`config.mk`:
```
export PLATFORM = sky130hd
export DESIGN_NAME = pipeline_hazard_ctrl
export DESIGN_NICKNAME = d
export VERILOG_FILES = /design/src/rtl/pipeline_hazard_ctrl.sv
export SDC_FILE = /design/constraint.sdc
export NUM_CORES = 1
export LEC_CHECK = 0
export ABC_CLOCK_PERIOD_IN_PS = 2400
export BUFFER_PORTS_ARGS = -buffer_cell sky130_fd_sc_hd__buf_2
export CAP_MARGIN = 0
export CORE_MARGIN = 2
export CORE_UTILIZATION = 49
export DETAILED_ROUTE_END_ITERATION = 7
export PLACE_DENSITY = 0.79
export SYNTH_ARGS = -nofsm -noshare
export SYNTH_HDL_FRONTEND = slang
export SYNTH_SLANG_ARGS = --single-unit
```
`constraint.sdc`:
```
create_clock -name clk_i -period 2.4 [get_ports clk_i]
set_input_delay 0.48 -clock clk_i [delete_from_list [all_inputs] [get_ports clk_i]]
set_output_delay 0.48 -clock clk_i [all_outputs]
set_load 0.02 [all_outputs]
```
`src/rtl/pipeline_hazard_ctrl.sv`:
```
// Pipeline sequencing controller for the 5-stage RV32 core.
// Drives stall/flush/bubble controls around IF/ID and ID/EX for load-use hazards,
// taken redirects and data-memory wait, and counts stalled cycles (saturating).
module pipeline_hazard_ctrl #(
  parameter int unsigned LOAD_STALLS  = 1,
  parameter int unsigned FLUSH_CYCLES = 1,
  parameter int unsigned CNT_W        = 32
) (
  input  logic             clk_i,
  input  logic             rst_ni,
  input  logic             id_valid_i,
  input  logic [4:0]       id_rs1_i,
  input  logic [4:0]       id_rs2_i,
  input  logic             id_use_rs1_i,
  input  logic             id_use_rs2_i,
  input  logic             ex_valid_i,
  input  logic             ex_mem_read_i,
  input  logic [4:0]       ex_rd_i,
  input  logic             redirect_i,
  input  logic             mem_busy_i,
  output logic             pc_stall_o,
  output logic             ifid_stall_o,
  output logic             ifid_flush_o,
  output logic             idex_bubble_o,
  output logic             back_freeze_o,
  output logic [1:0]       state_o,
  output logic [CNT_W-1:0] stall_count_o
);

  typedef enum logic [1:0] {
    StRun       = 2'd0,
    StLoadStall = 2'd1,
    StFlush     = 2'd2,
    StIllegal   = 2'd3
  } state_e;

  localparam logic [1:0] LoadReload  = 2'(LOAD_STALLS - 1);
  localparam logic [1:0] FlushReload = 2'(FLUSH_CYCLES - 1);
  localparam bit         LoadMulti   = (LOAD_STALLS > 1);
  localparam bit         FlushMulti  = (FLUSH_CYCLES > 1);

  state_e           state_q, state_d;
  logic [1:0]       cnt_q, cnt_d;
  logic [CNT_W-1:0] stall_cnt_q, stall_cnt_d;
  logic             hazard;
  logic             pc_stall, ifid_stall, ifid_flush, idex_bubble, back_freeze;

  // Load in EX writes a register the ID instruction actually reads.
  always_comb begin
    hazard = id_valid_i & ex_valid_i & ex_mem_read_i & (ex_rd_i != 5'd0) &
             ((id_use_rs1_i & (id_rs1_i == ex_rd_i)) | (id_use_rs2_i & (id_rs2_i == ex_rd_i)));
  end

  // Next-state and raw control decode; priority freeze > redirect > stall state > hazard.
  always_comb begin
    state_d     = state_q;
    cnt_d       = cnt_q;
    pc_stall    = 1'b0;
    ifid_stall  = 1'b0;
    ifid_flush  = 1'b0;
    idex_bubble = 1'b0;
    back_freeze = 1'b0;
    if (mem_busy_i) begin
      pc_stall    = 1'b1;
      ifid_stall  = 1'b1;
      back_freeze = 1'b1;
    end else if (redirect_i && (state_q != StIllegal)) begin
      ifid_flush  = 1'b1;
      idex_bubble = 1'b1;
      state_d     = FlushMulti ? StFlush : StRun;
      cnt_d       = FlushReload;
    end else begin
      unique case (state_q)
        StRun: begin
          if (hazard) begin
            pc_stall    = 1'b1;
            ifid_stall  = 1'b1;
            idex_bubble = 1'b1;
            state_d     = LoadMulti ? StLoadStall : StRun;
            cnt_d       = LoadReload;
          end
        end
        StLoadStall: begin
          pc_stall    = 1'b1;
          ifid_stall  = 1'b1;
          idex_bubble = 1'b1;
          cnt_d       = cnt_q - 2'd1;
          if (cnt_q <= 2'd1) state_d = StRun;
        end
        StFlush: begin
          ifid_flush  = 1'b1;
          idex_bubble = 1'b1;
          cnt_d       = cnt_q - 2'd1;
          if (cnt_q <= 2'd1) state_d = StRun;
        end
        StIllegal: begin
          state_d = StRun;
          cnt_d   = 2'd0;
        end
      endcase
    end
  end

  // Saturating count of cycles in which the PC was held.
  always_comb begin
    stall_cnt_d = stall_cnt_q;
    if (pc_stall && (stall_cnt_q != {CNT_W{1'b1}})) stall_cnt_d = stall_cnt_q + 1'b1;
  end

  // State, sequencing counter and performance counter registers.
  always_ff @(posedge clk_i or negedge rst_ni) begin
    if (!rst_ni) begin
      state_q     <= StRun;
      cnt_q       <= 2'd0;
      stall_cnt_q <= '0;
    end else begin
      state_q     <= state_d;
      cnt_q       <= cnt_d;
      stall_cnt_q <= stall_cnt_d;
    end
  end

  // Controls are forced low for as long as reset is held.
  always_comb begin
    pc_stall_o    = pc_stall & rst_ni;
    ifid_stall_o  = ifid_stall & ~ifid_flush & rst_ni;
    ifid_flush_o  = ifid_flush & rst_ni;
    idex_bubble_o = idex_bubble & rst_ni;
    back_freeze_o = back_freeze & rst_ni;
    state_o       = state_q;
    stall_count_o = stall_cnt_q;
  end

endmodule

```
==> impl_metrics.py <==
metrics = {
    "global_routing": {
        "grt.total_usage_pct": 21.0,
        "antenna_found_initial": 0,
        "grt_first_pass_wirelength_mm": 6.59,
        "grt_max_degree": 33,
        "first_global_vias": 1429,
        "overflow": 0,
    },
    "worst_setup_path": {
        "crit_chain": "buf_2, or4_1, o211a_1, o21ai_1, nor2b_1, buf_2",
        "start_kind": "primary input",
        "crit_buf_inv": 2,
        "end_kind": "primary output",
        "setup.worst_path.class": "in -> out",
        "crit_top_cell": "buf_2",
        "cp_max_fo": 3,
        "max_stage_delay_ps": 550,
        "crit_path_top_delay_cell": "or4_1",
        "crit_arrival_ps": 1840,
        "critPathRequiredTime_ps": 1920,
        "cp_top_family": "simple AND/OR/NAND/NOR gates",
    },
    "yosys": {
        "ys.warnings.count": 0,
        "yosysUniqueCellTypes": 34,
        "synth_common_cells": "dfrtp_1 (32), xnor2_1 (31), nand4_1 (15)",
        "yosysSeqAreaShare_pct": 45.1,
        "synth.area.mux_share_pct": 0.563,
        "netlist_area_mm2": 0.00178,
        "synth_top_area_cell": "dfrtp_1",
        "synth_top_area_share_pct": 45.1,
        "synth_area_leaders": "dfrtp_1 (45%), xnor2_1 (15%), nand4_1 (5.3%)",
        "synth_top_family_by_area": "simple AND/OR/NAND/NOR gates",
        "synth_compound_area_share_pct": 2.96,
        "synth-xor-area-share_pct": 19.7,
        "synth_fa_ha_area_share_pct": 0.704,
        "synth_edf_count": 0,
        "synth_cells": 177,
        "synth-main-ff-cell": "dfrtp_1",
        "synth.most_common_cell": "dfrtp_1",
        "syn_avg_cell_area_um2": 10.0,
        "yosys.area_share.simple_pct": 27.3,
        "synth_seq_cells": 32,
        "async_flop_share_pct": 100,
    },
    "placed_design": {
        "dp_hpwl_mm": 3.01,
        "portBuffers": 60,
        "gp_congestion": 0.785,
        "placed_area_mm2": 0.00214,
        "preCtsSetupSlack_ps": -10.0,
    },
    "sta": {
        "grt_setup_unrepaired": "no",
        "worst_slack_ps": 84.4,
        "finalSetupViolations": 0,
        "drv_slew": 0,
        "fin_crit_sh_pct": 96.5,
        "max_freq_ghz": 0.432,
        "hold_viol": 0,
        "final.min_clock_period_ps": 2320,
        "finClkSkew_ps": 9.98,
        "whs_ps": 259,
    },
    "clock_tree": {
        "ctsResizeCount": 1,
        "cts_buffer_depth": 2,
        "path_clk_slew_ps": 100,
        "clock-sinks": 32,
        "cts_made_buffers": 5,
        "cts-root-buf": "clkbuf_4",
        "insertion_delay_ps": 330,
        "postCtsSetupBuffers": 0,
        "hold_buffers": 0,
        "cts-htree-levels": 2,
        "cts_tree": "done",
    },
    "finish": {
        "fin_util_pct": 63.9,
        "drive_gt1_share_pct": 31.0,
        "largest_reg_flops": 32,
        "n_fill_cell": 301,
        "syn_to_final_growth_pct": 22.9,
        "multi_input_area_um2": 918,
        "insertedDiodeCount": 0,
        "regArea_um2": 801,
        "design_area_mm2": 0.00218,
        "nets": 270,
    },
    "floorplan": {
        "core_area_mm2": 0.00342,
        "die_height_um": 64.2,
        "rows": 21,
        "ios": 63,
        "design.die.area_mm2": 0.00412,
        "initial_core_util_pct": 52.0,
        "die_w_um": 64.2,
    },
    "outcome": {
        "status": "completed",
    },
    "route": {
        "ant_nets": 0,
        "dr.pass1.iters": 4,
        "wirelength_mm": 3.95,
        "drtIter0Drc": 43,
        "vias_per_cell": 5.27,
        "drc": 0,
        "dr_total_vias": 1533,
        "wire_per_inst_um": 13.6,
    },
    "hold_path": {
        "hp-class": "in -> async",
    },
    "job": {
        "maxCapViolations": 0,
    },
    "pwr": {
        "design_power_total_uw": 1230,
        "max-vdd-ir-drop_uv": 584,
        "leakage_uw": 0.00113,
        "cellPowerDensity_mw_per_mm2": 562,
    },
}
==> final timing paths <==
check	from	endpoint	slack (ps)	cells past startpoint
setup / recovery	ex_rd_i[2]	pc_stall_o	80	6
hold / removal	rst_ni	stall_count_o[20]	260	2
setup reg to reg	stall_count_o[0]	stall_count_o[17]	280	8
hold reg to reg	stall_count_o[27]	stall_count_o[27]	490	1
max in group asynchronous	rst_ni	stall_count_o[11]	1850	2
min in group clk_i	stall_count_o[27]	stall_count_o[27]	490	1
==> layout make-up <==
cell class,count,share of cell area (%)
Multi-Input combinational cell,136,42.1
Sequential cell,32,36.7
Timing Repair Buffer,66,15.8
Tap cell,46,2.64
Clock buffer,6,1.89
Inverter,4,0.688
Clock inverter,1,0.229
==> where the power goes <==
part           switching (µW)  internal (µW)
combinational             173            117
sequential               71.8            589
clock                     170            108
total                     414            814
==> per-stage QoR <==
| stage | TNS [ps] | instances |
|---|---|---|
| 6_report | 0 | 291 |
| 3_3_place_gp | 0 | 284 |
| 3_5_place_dp | -10.0 | 284 |
| 4_1_cts | 0 | 291 |
| 5_1_grt | 0 | 291 |
| 2_1_floorplan | 0 | 178 |
==> placed cells by master (no fill, tap or decap) <==
| cell | instances |
|---|---|
| nand2_1 | 14 |
| a21oi_1 | 1 |
| o211a_1 | 1 |
| o22ai_1 | 1 |
| conb_1 | 2 |
| nand3_2 | 2 |
| dfrtp_1 | 32 |
| nor4_1 | 4 |
| nand4_1 | 15 |
| clkinv_2 | 1 |
| mux2i_1 | 1 |
| or3_1 | 1 |
| xnor2_1 | 31 |
| and3_1 | 12 |
| nor3_1 | 4 |
| buf_2 | 60 |
| and4_1 | 3 |
| clkbuf_1 | 1 |
| and2_1 | 3 |
| o21ai_1 | 1 |
| or4_1 | 1 |
| buf_4 | 6 |
| o211ai_1 | 1 |
| and2_4 | 1 |
| o32a_1 | 1 |
| ha_1 | 1 |
| xor2_1 | 9 |
| nand4bb_1 | 1 |
| nor2_1 | 8 |
| inv_1 | 4 |
| nand3_1 | 13 |
| nor2b_1 | 2 |
| nand4_2 | 1 |
| o221ai_1 | 1 |
| clkbuf_4 | 5 |
==> cell families (layout without fill, tap and decap cells) <==
family | Yosys count | in the layout
other | 1 | 2
muxes | 1 | 1
AOI/OAI and AO/OA | 7 | 7
and+or+nand+nor | 85 | 85
buffers and inverters | 10 | 77
DFF | 32 | 32
xor gates and xnor gates | 40 | 40
adders and majority gates | 1 | 1
==> layer usage <==
metal | track usage, % | vias up | wire (µm) | part of all wire, %
met5 | 0 | - | 0 | 0
met4 | 9.57 | 0 | 61 | 1.5
met3 | 4.75 | 5 | 304 | 7.7
met2 | 33.3 | 54 | 1870 | 47
met1 | 27.2 | 716 | 1720 | 44
li1 | - | 758 | - | -
No activity file was read; power rests on OpenSTA's default activity.
